==> config.mk <==
export PLATFORM = sky130hd
export DESIGN_NAME = uart_tx_piso_flat
export DESIGN_NICKNAME = d
export VERILOG_FILES = /design/src/rtl/uart_tx_piso_if.sv /design/src/rtl/uart_tx_piso.sv /design/src/flat_wrapper.sv
export SDC_FILE = /design/constraint.sdc
export NUM_CORES = 1
export LEC_CHECK = 0
export CAP_MARGIN = 20
export CELL_PAD_IN_SITES_DETAIL_PLACEMENT = 0
export CELL_PAD_IN_SITES_GLOBAL_PLACEMENT = 2
export CORE_ASPECT_RATIO = 2
export CORE_MARGIN = 3
export CORE_UTILIZATION = 39
export CTS_CLUSTER_DIAMETER = 60
export DETAILED_ROUTE_END_ITERATION = 16
export GPL_TIMING_DRIVEN = 0
export PLACE_DENSITY_LB_ADDON = 0.1
export SYNTH_ARGS = -nofsm -noshare
export SYNTH_HDL_FRONTEND = slang
export SYNTH_SLANG_ARGS = --single-unit
export TNS_END_PERCENT = 50
==> constraint.sdc <==
create_clock -name tx_clk -period 4.3 [get_ports tx_clk]
set_input_delay 0.86 -clock tx_clk [delete_from_list [all_inputs] [get_ports tx_clk]]
set_output_delay 0.86 -clock tx_clk [all_outputs]
set_load 0.02 [all_outputs]
==> src/rtl/uart_tx_piso_if.sv <==
// rtl/uart_tx_piso_if.sv - host load/ready handshake and serial line bundle for uart_tx_piso
interface uart_tx_piso_if;
    logic [7:0] data_in;
    logic       data_load;
    logic       tx_ready;
    logic       tx_out;
    logic       tx_busy;
    logic       tx_done;

    modport master (
        output data_in,
        output data_load,
        input  tx_ready,
        input  tx_out,
        input  tx_busy,
        input  tx_done
    );

    modport slave (
        input  data_in,
        input  data_load,
        output tx_ready,
        output tx_out,
        output tx_busy,
        output tx_done
    );
endinterface

==> src/rtl/uart_tx_piso.sv <==
// rtl/uart_tx_piso.sv - UART transmitter with one-byte holding register and bit-period counter
module uart_tx_piso #(
    parameter int CLKS_PER_BIT = 16,
    parameter int PARITY_EN    = 0,
    parameter int PARITY_ODD   = 0,
    parameter int STOP_BITS    = 1
) (
    input  logic         tx_clk,
    input  logic         reset,
    uart_tx_piso_if.slave tx_if
);

    localparam int             CNT_W     = $clog2(CLKS_PER_BIT);
    localparam logic [CNT_W-1:0] BAUD_LAST = CNT_W'(CLKS_PER_BIT - 1);
    localparam logic           STOP_LAST = (STOP_BITS == 2) ? 1'b1 : 1'b0;
    localparam logic           ODD_SEL   = (PARITY_ODD != 0) ? 1'b1 : 1'b0;

    typedef enum logic [2:0] {
        IDLE,
        START,
        DATA,
        PARITY,
        STOP
    } state_t;

    state_t           state;
    logic [CNT_W-1:0] baud_cnt;
    logic [2:0]       bit_idx;
    logic             stop_cnt;
    logic [7:0]       shifter;
    logic             parity_bit;
    logic [7:0]       hold_reg;
    logic             hold_full;
    logic             tx_ready_q;
    logic             tx_out_q;
    logic             tx_busy_q;
    logic             tx_done_q;

    logic             baud_end;
    logic             frame_end;
    logic             take;

    assign baud_end  = (baud_cnt == BAUD_LAST);
    assign frame_end = (state == STOP) && baud_end && (stop_cnt == STOP_LAST);
    // The shifter takes the held byte from IDLE or straight out of the last stop bit,
    // which is what keeps back-to-back frames gapless.
    assign take      = hold_full && ((state == IDLE) || frame_end);

    // Frame sequencer, bit-period counter and holding register with registered outputs.
    always_ff @(posedge tx_clk or negedge reset) begin
        if (!reset) begin
            state      <= IDLE;
            baud_cnt   <= '0;
            bit_idx    <= 3'd0;
            stop_cnt   <= 1'b0;
            shifter    <= 8'h00;
            parity_bit <= 1'b0;
            hold_reg   <= 8'h00;
            hold_full  <= 1'b0;
            tx_ready_q <= 1'b1;
            tx_out_q   <= 1'b1;
            tx_busy_q  <= 1'b0;
            tx_done_q  <= 1'b0;
        end else begin
            tx_done_q <= 1'b0;

            if (state != IDLE) begin
                baud_cnt <= baud_end ? '0 : baud_cnt + 1'b1;
            end

            case (state)
                IDLE: begin
                    tx_out_q <= 1'b1;
                end
                START: begin
                    if (baud_end) begin
                        state    <= DATA;
                        bit_idx  <= 3'd0;
                        tx_out_q <= shifter[0];
                    end
                end
                DATA: begin
                    if (baud_end) begin
                        shifter <= {1'b0, shifter[7:1]};
                        bit_idx <= bit_idx + 3'd1;
                        if (bit_idx == 3'd7) begin
                            if (PARITY_EN != 0) begin
                                state    <= PARITY;
                                tx_out_q <= parity_bit;
                            end else begin
                                state    <= STOP;
                                stop_cnt <= 1'b0;
                                tx_out_q <= 1'b1;
                            end
                        end else begin
                            tx_out_q <= shifter[1];
                        end
                    end
                end
                PARITY: begin
                    if (baud_end) begin
                        state    <= STOP;
                        stop_cnt <= 1'b0;
                        tx_out_q <= 1'b1;
                    end
                end
                STOP: begin
                    if (baud_end) begin
                        if (stop_cnt == STOP_LAST) begin
                            tx_done_q <= 1'b1;
                            state     <= IDLE;
                            tx_busy_q <= 1'b0;
                            tx_out_q  <= 1'b1;
                        end else begin
                            stop_cnt <= stop_cnt + 1'b1;
                        end
                    end
                end
                default: begin
                    state    <= IDLE;
                    tx_out_q <= 1'b1;
                end
            endcase

            // Start a frame; overrides the STOP->IDLE choice above when a byte is waiting.
            if (take) begin
                shifter    <= hold_reg;
                parity_bit <= (^hold_reg) ^ ODD_SEL;
                hold_full  <= 1'b0;
                tx_ready_q <= 1'b1;
                state      <= START;
                baud_cnt   <= '0;
                tx_out_q   <= 1'b0;
                tx_busy_q  <= 1'b1;
            end

            // Host load; only possible while empty, so it never collides with take.
            if (tx_if.data_load && tx_ready_q) begin
                hold_reg   <= tx_if.data_in;
                hold_full  <= 1'b1;
                tx_ready_q <= 1'b0;
            end
        end
    end

    assign tx_if.tx_ready = tx_ready_q;
    assign tx_if.tx_out   = tx_out_q;
    assign tx_if.tx_busy  = tx_busy_q;
    assign tx_if.tx_done  = tx_done_q;

endmodule

==> src/flat_wrapper.sv <==
// flat-port wrapper written by rule: the top's interface ports become plain ports
module uart_tx_piso_flat 
#(
    parameter int CLKS_PER_BIT = 16,
    parameter int PARITY_EN    = 0,
    parameter int PARITY_ODD   = 0,
    parameter int STOP_BITS    = 1
)
  (tx_clk, reset, tx_if_data_in, tx_if_data_load, tx_if_tx_ready, tx_if_tx_out, tx_if_tx_busy, tx_if_tx_done);
  uart_tx_piso_if tx_if_i ();
  input  logic tx_clk;
  input  logic reset;
  input wire logic [$bits(tx_if_i.data_in)-1:0] tx_if_data_in;
  input wire logic [$bits(tx_if_i.data_load)-1:0] tx_if_data_load;
  output wire logic [$bits(tx_if_i.tx_ready)-1:0] tx_if_tx_ready;
  output wire logic [$bits(tx_if_i.tx_out)-1:0] tx_if_tx_out;
  output wire logic [$bits(tx_if_i.tx_busy)-1:0] tx_if_tx_busy;
  output wire logic [$bits(tx_if_i.tx_done)-1:0] tx_if_tx_done;
  assign tx_if_i.data_in = tx_if_data_in;
  assign tx_if_i.data_load = tx_if_data_load;
  assign tx_if_tx_ready = tx_if_i.tx_ready;
  assign tx_if_tx_out = tx_if_i.tx_out;
  assign tx_if_tx_busy = tx_if_i.tx_busy;
  assign tx_if_tx_done = tx_if_i.tx_done;
  uart_tx_piso #(.CLKS_PER_BIT(CLKS_PER_BIT), .PARITY_EN(PARITY_EN), .PARITY_ODD(PARITY_ODD), .STOP_BITS(STOP_BITS)) u_core (.tx_clk(tx_clk), .reset(reset), .tx_if(tx_if_i));
endmodule
## After elaboration in Yosys (flattened, before gate mapping)

Index checks and enable logic that the tools add are counted.

- Memory bits (read-only): 0
- Memories kept: 0
- Word-level logic and storage cells: 96
- Input port bits: 11
- Bits in latches: 0
- RAM bits: 0
- Register bits: 32
- Output and inout port bits: 4

- Equal/unequal tests: 19
- Multiply operators: 0
- Magnitude comparators: 0
- Bitwise gates (word level): 1
- Shift-type cells: 0
- Div/mod/pow operators: 0
- Reduce and logical (&&, ||, !) cells: 20
- Muxes and demuxes: 42
- Add/subtract/negate cells: 3

Operators by type and width:

| kind | count |
|---|---|
| 3-bit two-way mux | 9 |
| 8-bit two-way mux | 3 |
| 1-bit two-way mux | 23 |
| 3-bit by 1-bit inequality test with 1-bit output, second input constant | 5 |
| 3-bit one-hot mux with 5 select lines | 1 |
| 4-bit two-way mux | 3 |
| 2-bit by 1-bit inequality test with 1-bit output, second input constant | 6 |
| 2-bit nonzero test | 6 |
| 5-bit AND reduction | 2 |
| 7-bit AND reduction | 1 |
| 3-bit by 2-bit == test with 1-bit output, second input constant | 2 |
| 3-bit == test, second input constant | 2 |
| 3-bit one-hot mux with 2 select lines | 1 |
| 3-bit AND reduction | 2 |
| 3-bit nonzero test | 2 |
| 4-bit by 1-bit adder with 4-bit output, second input constant | 1 |
| 4-bit == test, second input constant | 1 |
| 1-bit logical AND | 4 |
| 1-bit one-hot mux with 4 select lines | 1 |
| 3-bit by 1-bit adder with 3-bit output, second input constant | 1 |
| 3-bit by 1-bit == test with 1-bit output, second input constant | 1 |
| 3-bit logical NOT | 1 |
| 3-bit inequality test, second input constant | 1 |
| 1-bit one-hot mux with 3 select lines | 1 |
| other kinds (5) | 5 |

## Longest topological paths before layout

Gate-level depths: netlist of the first run.

- Depth in word-level cells: 7
- Gate-level depth with buffers: 6
- Gate-level depth less buffers: 6

## Worst setup path after synthesis of the first run

No wires, ideal clock.

- Path kind: register to register
- From: reg u_core.baud_cnt[0]
- To: reg u_core.shifter[0]
- Data arrival time: 1436 ps
- Setup time: 118 ps
- Required time: 4182 ps
- Clock period less this slack: 1554 ps
- Buffers on the path: 0
- Path slack: 2746 ps
- Cell stages (with the launch flop): 6
- Cells stage by stage: dfrtp_1 > ha_1 > nand3_4 > nor3_4 > nor2_1 > a21o_1

- Longest elaborated chain between the ends: 7
- Elaborated cells between the ends (all ways): 9
- Classes of those cells: eq/ne: 1; mux: 1; reduce/logical: 7

RTL lines:

| element | RTL line | RTL |
|---|---|---|
| start: declaration | uart_tx_piso.sv:27 | `logic [CNT_W-1:0] baud_cnt;` |
| start signal: assignment | uart_tx_piso.sv:68 | `baud_cnt <= baud_end ? '0 : baud_cnt + 1'b1;` |
| 4-bit == test * | uart_tx_piso.sv:43 | `assign baud_end = (baud_cnt == BAUD_LAST);` |
| 1-bit logical AND (2 in a row) | uart_tx_piso.sv:44 | `assign frame_end = (state == STOP) && baud_end && (stop_cnt == STOP_LAST);` |
| 1-bit logical OR | uart_tx_piso.sv:47 | `assign take = hold_full && ((state == IDLE) \|\| frame_end);` |
| 1-bit logical AND | uart_tx_piso.sv:47 |  |
| 2-bit nonzero test (no source line) | n/a |  |
| 2-bit AND reduction (no source line) | n/a |  |
| end signal: assignment | uart_tx_piso.sv:84 | `shifter <= {1'b0, shifter[7:1]};` |
| end signal: assignment | uart_tx_piso.sv:127 | `shifter <= hold_reg;` |
| end: declaration | uart_tx_piso.sv:30 | `logic [7:0] shifter;` |

Every way passes the cells marked *; elsewhere a longest branch is shown, timed or not.
A chain may end at the register's enable or synchronous reset.

## Worst setup path in the final report of the first run

- From: reg u_core.tx_ready_q (netlist: u_core.tx_if.tx_ready)
- To: out tx_if_tx_ready

RTL lines:

| element | RTL line | RTL |
|---|---|---|
| start: declaration | uart_tx_piso.sv:34 | `logic tx_ready_q;` |
| start signal: assignment | uart_tx_piso.sv:60 | `tx_ready_q <= 1'b1;` |
| start signal: assignment | uart_tx_piso.sv:130 | `tx_ready_q <= 1'b1;` |
| start signal: assignment | uart_tx_piso.sv:141 | `tx_ready_q <= 1'b0;` |
| end: declaration | flat_wrapper.sv:15 | `output wire logic [$bits(tx_if_i.tx_ready)-1:0] tx_if_tx_ready;` |

No word-level cell between the ends.

==> results.sh, run 1 <==
export IMPL_p_leak_nw=0.754
export IMPL_yosysUniqueCellTypes=36
export IMPL_dieArea_um2=4570
export IMPL_grt_pass1_vias=1111
export IMPL_antenna_cells=0
export IMPL_drive_gt1_share_pct=14.1
export IMPL_numPortBuffers=14
export IMPL_whs_endpoint="u_core.shifter[2]$_DFFE_PN0P_"
export IMPL_power_mw=1.07
export IMPL_power_frac_seq_pct=47.6
export IMPL_drt_iter0_markers=15
export IMPL_p_int_mw=0.700
export IMPL_clockBufferDepth=2
export IMPL_clk_latency_ns=0.28
export IMPL_setup_tns_ns=0
export IMPL_cts_resized=0
export IMPL_synth_top_cell_by_area="dfrtp_1"
export IMPL_worst_slew_margin_rel_pct=51.6
export IMPL_syn_avg_cell_area_um2=11.0
export IMPL_mostFrequentLayoutCells="29 x dfrtp_1, 15 x nand2_1, 14 x clkdlybuf4s50_1, 10 x nor2_1, 8 x mux2_2"
export IMPL_setup_viol=0
export IMPL_cp_buffers_inverters=1
export IMPL_cts_setup_buffers=0
export IMPL_cts_tree="built"
export IMPL_timing_rr_start="u_core.baud_cnt[0]$_DFFE_PN0N_"
export IMPL_finalWirelength_mm=2.90
export IMPL_start_kind="flip-flop"
export IMPL_stdcell_count=204
export IMPL_clk_pin_slew_ns=0.06
export IMPL_synth_top_area_share_pct=49.6
export IMPL_synth_seq_cells=31
export IMPL_numCtsBuffers=5
export IMPL_hold_violations=0
export IMPL_hold_depth=2
export IMPL_synth_warnings=0
export IMPL_worstPathRequired_ns=3.44
export IMPL_drv_cap=0
export IMPL_vdd_drop_max_v=0.000271
export IMPL_first_pass_iters=4
export IMPL_yosysSeqAreaShare_pct=53.2
export IMPL_grtUsageTotal_pct=15.1
export IMPL_drc_errors=0
export IMPL_setup_worst_path_class="reg2out"
export IMPL_slowest_stage="clkdlybuf4s50_1"
export IMPL_worstMarginPinSlew_ns=0.724
export IMPL_post_drt_wl_per_cell_um=14.2
export IMPL_ys_flop_type="dfrtp_1"
export IMPL_finalWeightedCongestion=0.690
export IMPL_r2r_slack_ns=2.52
export IMPL_cts_hold_buf=0
export IMPL_slowest_delay_ns=0.60
export IMPL_grt_max_degree=19
export IMPL_skew_ns=0.00626
export IMPL_synth_edf_count=0
export IMPL_fin_crit_sh_pct=53.2
export IMPL_io_pins=15
export IMPL_vias_per_cell=5.32
export IMPL_vias=1086
export IMPL_status="finished clean"
export IMPL_placedCellCount=196
export IMPL_critPathArrivalTime_ns=1.43
export IMPL_endpoint_kind="output port"
export IMPL_grt_pass1_wl_mm=5.22
export IMPL_r2r_end="u_core.shifter[3]$_DFFE_PN0P_"
export IMPL_critical_path_cell_chain="clkdlybuf4s50_1"
export IMPL_cts_sinks=31
export IMPL_std_cell_rows=30
export IMPL_clkPwrFrac_pct=20.3
export IMPL_min_path_type="reg2reg"
export IMPL_comb_power_share_pct=32.2
export IMPL_die_w_um=49.3
export IMPL_layout_min_cycle_time_ns=2.29
export IMPL_root_buffer="clkbuf_8"
export IMPL_synth_area_um2=1460
export IMPL_power_density_nw_per_um2=606
export IMPL_start_util_pct=41.9
export IMPL_cp_max_fo=4
export IMPL_area_delta_synth_final_pct=21.1
export IMPL_antenna_found_initial=0
export IMPL_ant_nets=0
export IMPL_path_delay_family="buffers and inverters"
export IMPL_final_common_cell="dfrtp_1"
export IMPL_htree_levels=2
export IMPL_syn_inst=133
export IMPL_rsz0062_at_grt="no"
export IMPL_reg2reg_depth=5
export IMPL_synthArstFlopShare_pct=100
export IMPL_core_um2=3490
export IMPL_dieHeight_um=92.6
export IMPL_syn_nets=147
export IMPL_gr_total_overflow=0
export IMPL_finalNetCount=169
export IMPL_synth_area_top_cells="dfrtp_1 50%, mux2_2 6.2%, nand2_1 3.8%, dfstp_2 3.6%, a22o_1 3.6%"
export IMPL_fmax_mhz=437
export IMPL_netSwitchingFraction_pct=34.8
export IMPL_p_sw_mw=0.373
export IMPL_dp_hpwl_mm=2.21
export IMPL_drv_slew=0
export IMPL_hold_path_startpoint="u_core.hold_reg[2]$_DFFE_PN0P_"
[kinds of logic after synthesis]
group / Yosys count / share of synthesized area, %
simple gates: 41 / 14.6
compound gates: 38 / 17.9
flops: 31 / 53.2
mux: 13 / 9.58
buf+inv: 7 / 2.14
fa+ha+maj: 3 / 2.57
[metal layers]
layer  global-route usage [%]  up-vias  wire (um)
met5                        0        -          0
met2                     26.8       17       1630
met1                     15.3      531       1080
met3                     3.22        8         81
met4                     10.5        0        109
li1                         -      530          -
[cells in the mapped netlist, drive strengths merged (2+ instances only)]
| cell type | number |
|---|---|
| mux2 | 8 |
| a21o | 3 |
| o2bb2ai | 3 |
| nor3 | 4 |
| nor2b | 2 |
| a31oi | 2 |
| inv | 3 |
| dfrtp | 29 |
| o21ai | 12 |
| dfstp | 2 |
| clkbuf | 2 |
| ha | 3 |
| nand2b | 2 |
| nor2 | 10 |
| buf | 2 |
| mux2i | 5 |
| a22o | 6 |
| nand2 | 15 |
| nand3 | 2 |
| a21oi | 6 |
[power groups by stage]
stage | logic, mW | registers, mW | clock network, mW
5_1_grt | 0.398 | 0.529 | 0.239
6_report | 0.345 | 0.510 | 0.218
3_3_place_gp | 0.336 | 0.511 | 0
2_1_floorplan | 0.255 | 0.502 | 0
4_1_cts | 0.351 | 0.513 | 0.226
3_5_place_dp | 0.351 | 0.517 | 0
[worst min-delay path: stages, from the launching register on]
cell     delay [ns]
dfrtp_1        0.34
nand2_1        0.05
o21ai_1        0.06
[how the worst max path moves through the flow]
stage,from,end,depth (start not counted)
after floorplan,u_core.baud_cnt[0]$_DFFE_PN0N_,u_core.shifter[0]$_DFFE_PN0P_,5
after global placement,reset,u_core.hold_reg[5]$_DFFE_PN0P_,1
after detailed placement,tx_if_data_load,u_core.hold_reg[0]$_DFFE_PN0P_,3
after CTS,u_core.tx_if.tx_ready$_DFFE_PN1P_,tx_if_tx_ready,1
after global routing,u_core.tx_if.tx_ready$_DFFE_PN1P_,tx_if_tx_ready,1
final,u_core.tx_if.tx_ready$_DFFE_PN1P_,tx_if_tx_ready,1
[through the flow]
stage	worst slack (ns)	hold slack (ns)	util (%)	area, um2
after global placement	1.80	0.460	47.6	1660
after global routing	1.96	0.505	50.8	1770
after floorplan	2.75	0.444	-	1460
final	2.01	0.480	50.8	1770
after CTS	1.99	0.482	50.8	1770
after detailed placement	2.15	0.467	48.4	1690
[area by class of cell]
class | count | area [um2]
fill | 353 | 1720
inverter | 3 | 11.3
buffer | 4 | 20.0
clock inverter | 1 | 5.00
tap | 48 | 60.1
sequential | 31 | 778
clock buffer | 7 | 76.3
timing repair buffer | 15 | 168
multi-input combinational | 95 | 653
Note: power is estimated with default switching activity, not from simulation.
==> inputs of run 2 (changes only) <==
CORE_UTILIZATION = 33   (was 39)
clock period = 1.9 ns   (was 4.3 ns; I/O delays follow)
==> results.sh, run 2 (synthesized netlist as in run 1, its figures left out) <==
export IMPL_busiest_layer="met2"
export IMPL_cts_tree="built"
export IMPL_cts_hold_buf=0
export IMPL_grtUsageTotal_pct=13.0
export IMPL_clockBufferDepth=2
export IMPL_power_density_nw_per_um2=1420
export IMPL_fillers=421
export IMPL_fmax_mhz=552
export IMPL_antenna_cells=0
export IMPL_dp_hpwl_mm=2.20
export IMPL_slowest_delay_ns=0.60
export IMPL_vdd_drop_max_v=0.000666
export IMPL_power_mw=2.52
export IMPL_area_delta_synth_final_pct=20.8
export IMPL_rsz0062_at_grt="no"
export IMPL_drc_errors=0
export IMPL_setup_worst_path_class="reg2out"
export IMPL_final_setup_worst_slack_ns=0.0872
export IMPL_finalNetCount=168
export IMPL_worst_slew_margin_rel_pct=53.7
export IMPL_numPortBuffers=14
export IMPL_root_buffer="clkbuf_8"
export IMPL_dieHeight_um=100
export IMPL_met2_usage_pct=23.0
export IMPL_r2r_slack_ns=0.16
export IMPL_hold_violations=0
export IMPL_status="finished clean"
export IMPL_std_cell_rows=33
export IMPL_skew_ns=0.00547
export IMPL_multi_input_area_um2=653
export IMPL_post_place_ws_ns=0.103
export IMPL_ant_nets=0
export IMPL_critPathArrivalTime_ns=1.43
export IMPL_regArea_um2=778
export IMPL_endpoint_kind="output port"
export IMPL_gr_usage_met3_pct=3.12
export IMPL_die_w_um=53.1
export IMPL_reg2reg_depth=5
export IMPL_layout_min_cycle_time_ns=1.81
export IMPL_clk_pin_slew_ns=0.07
export IMPL_slowest_stage="clkdlybuf4s50_1"
export IMPL_gr_total_overflow=0
export IMPL_antenna_found_initial=0
export IMPL_grt_pass1_vias=1086
export IMPL_final_common_cell="dfrtp_1"
export IMPL_r2r_end="u_core.shifter[3]$_DFFE_PN0P_"
export IMPL_mostFrequentLayoutCells="29 x dfrtp_1, 15 x nand2_1, 13 x clkdlybuf4s50_1, 10 x nor2_1, 8 x mux2_2"
export IMPL_grtUsageMet1_pct=13.6
export IMPL_worstPathRequired_ns=1.52
export IMPL_numCtsBuffers=5
export IMPL_first_pass_iters=4
export IMPL_drive_gt1_share_pct=15.5
export IMPL_critical_path_cell_chain="clkdlybuf4s50_1"
export IMPL_start_kind="flip-flop"
export IMPL_min_path_type="in2async"
export IMPL_core_um2=4170
export IMPL_drt_iter0_markers=15
export IMPL_grt_max_degree=32
export IMPL_p_leak_nw=0.749
export IMPL_drv_cap=0
export IMPL_path_delay_family="buffers and inverters"
export IMPL_start_util_pct=35.1
export IMPL_fin_crit_sh_pct=95.4
export IMPL_cts_sinks=31
export IMPL_setup_viol=0
export IMPL_dieArea_um2=5320
export IMPL_finalWirelength_mm=2.94
export IMPL_grt_pass1_wl_mm=5.04
export IMPL_clk_latency_ns=0.28
export IMPL_vias_per_cell=5.20
export IMPL_vias=1076
export IMPL_timing_rr_start="u_core.baud_cnt[0]$_DFFE_PN0N_"
export IMPL_htree_levels=2
export IMPL_drv_slew=0
export IMPL_cp_max_fo=4
export IMPL_cp_buffers_inverters=1
export IMPL_io_pins=15
export IMPL_worstMarginPinSlew_ns=0.695
export IMPL_finalWeightedCongestion=0.732
export IMPL_post_drt_wl_per_cell_um=14.2
-- run 2: power breakdown --
group | switching, mW | leakage (nW) | internal, mW
Clock | 0.253 | 0.0505 | 0.329
Sequential | 0.217 | 0.388 | 0.943
Combinational | 0.395 | 0.310 | 0.380
-- run 2: cell type report --
type                    instances  share of cell area, %
multi-input cells              95                   37.0
flip-flops and latches         31                   44.1
well taps                      52                   3.68
clock inverters                 1                  0.425
inverters                       3                  0.637
clock buffers                   7                   5.45
plain buffers                   4                   1.13
repair buffers                 14                   7.65
-- run 2: stage by stage --
step | instance area, um2 | instances | TNS [ns] | hold slack, ns | util [%]
finish | 1770 | 207 | 0 | 0.139 | 42.4
global route | 1770 | 207 | 0 | 0.191 | 42.4
CTS | 1770 | 207 | 0 | 0.177 | 42.4
detailed placement | 1660 | 199 | 0 | 0.474 | 39.9
global placement | 1670 | 199 | -5.52 | 0.461 | 40.0
floorplan | 1460 | 133 | 0 | 0.0844 | -
-- run 2: worst max-delay path by stage --
stage | cells after the start | start | slack, ns | to
finish | 1 | u_core.tx_if.tx_ready$_DFFE_PN1P_ | 0.09 | tx_if_tx_ready
global route | 5 | u_core.baud_cnt[0]$_DFFE_PN0N_ | 0.007 | u_core.shifter[1]$_DFFE_PN0P_
CTS | 1 | u_core.tx_if.tx_ready$_DFFE_PN1P_ | 0.07 | tx_if_tx_ready
detailed placement | 5 | u_core.baud_cnt[0]$_DFFE_PN0N_ | 0.10 | u_core.shifter[0]$_DFFE_PN0P_
global placement | 1 | reset | -0.19 | u_core.hold_reg[6]$_DFFE_PN0P_
floorplan | 5 | u_core.baud_cnt[0]$_DFFE_PN0N_ | 0.35 | u_core.shifter[0]$_DFFE_PN0P_
-- run 2: per-layer routing --
metal,share of wire (%),up-vias,routed length [um]
met2,57,16,1680
met4,2.2,0,65
li1,-,523,-
met3,3.1,6,91
met5,0,-,0
met1,38,531,1110
-- run 2: timing repair --
item | CTS | global route
endpoints found under the setup margin | 0 | 5
resized for setup | 0 | 0
buffers inserted | 0 | 0
==> inputs of run 3 (changes only) <==
CAP_MARGIN = 40   (was 20)
==> results of run 3 <==
The final DEF is identical to that of run 2; final timing and power are the same.
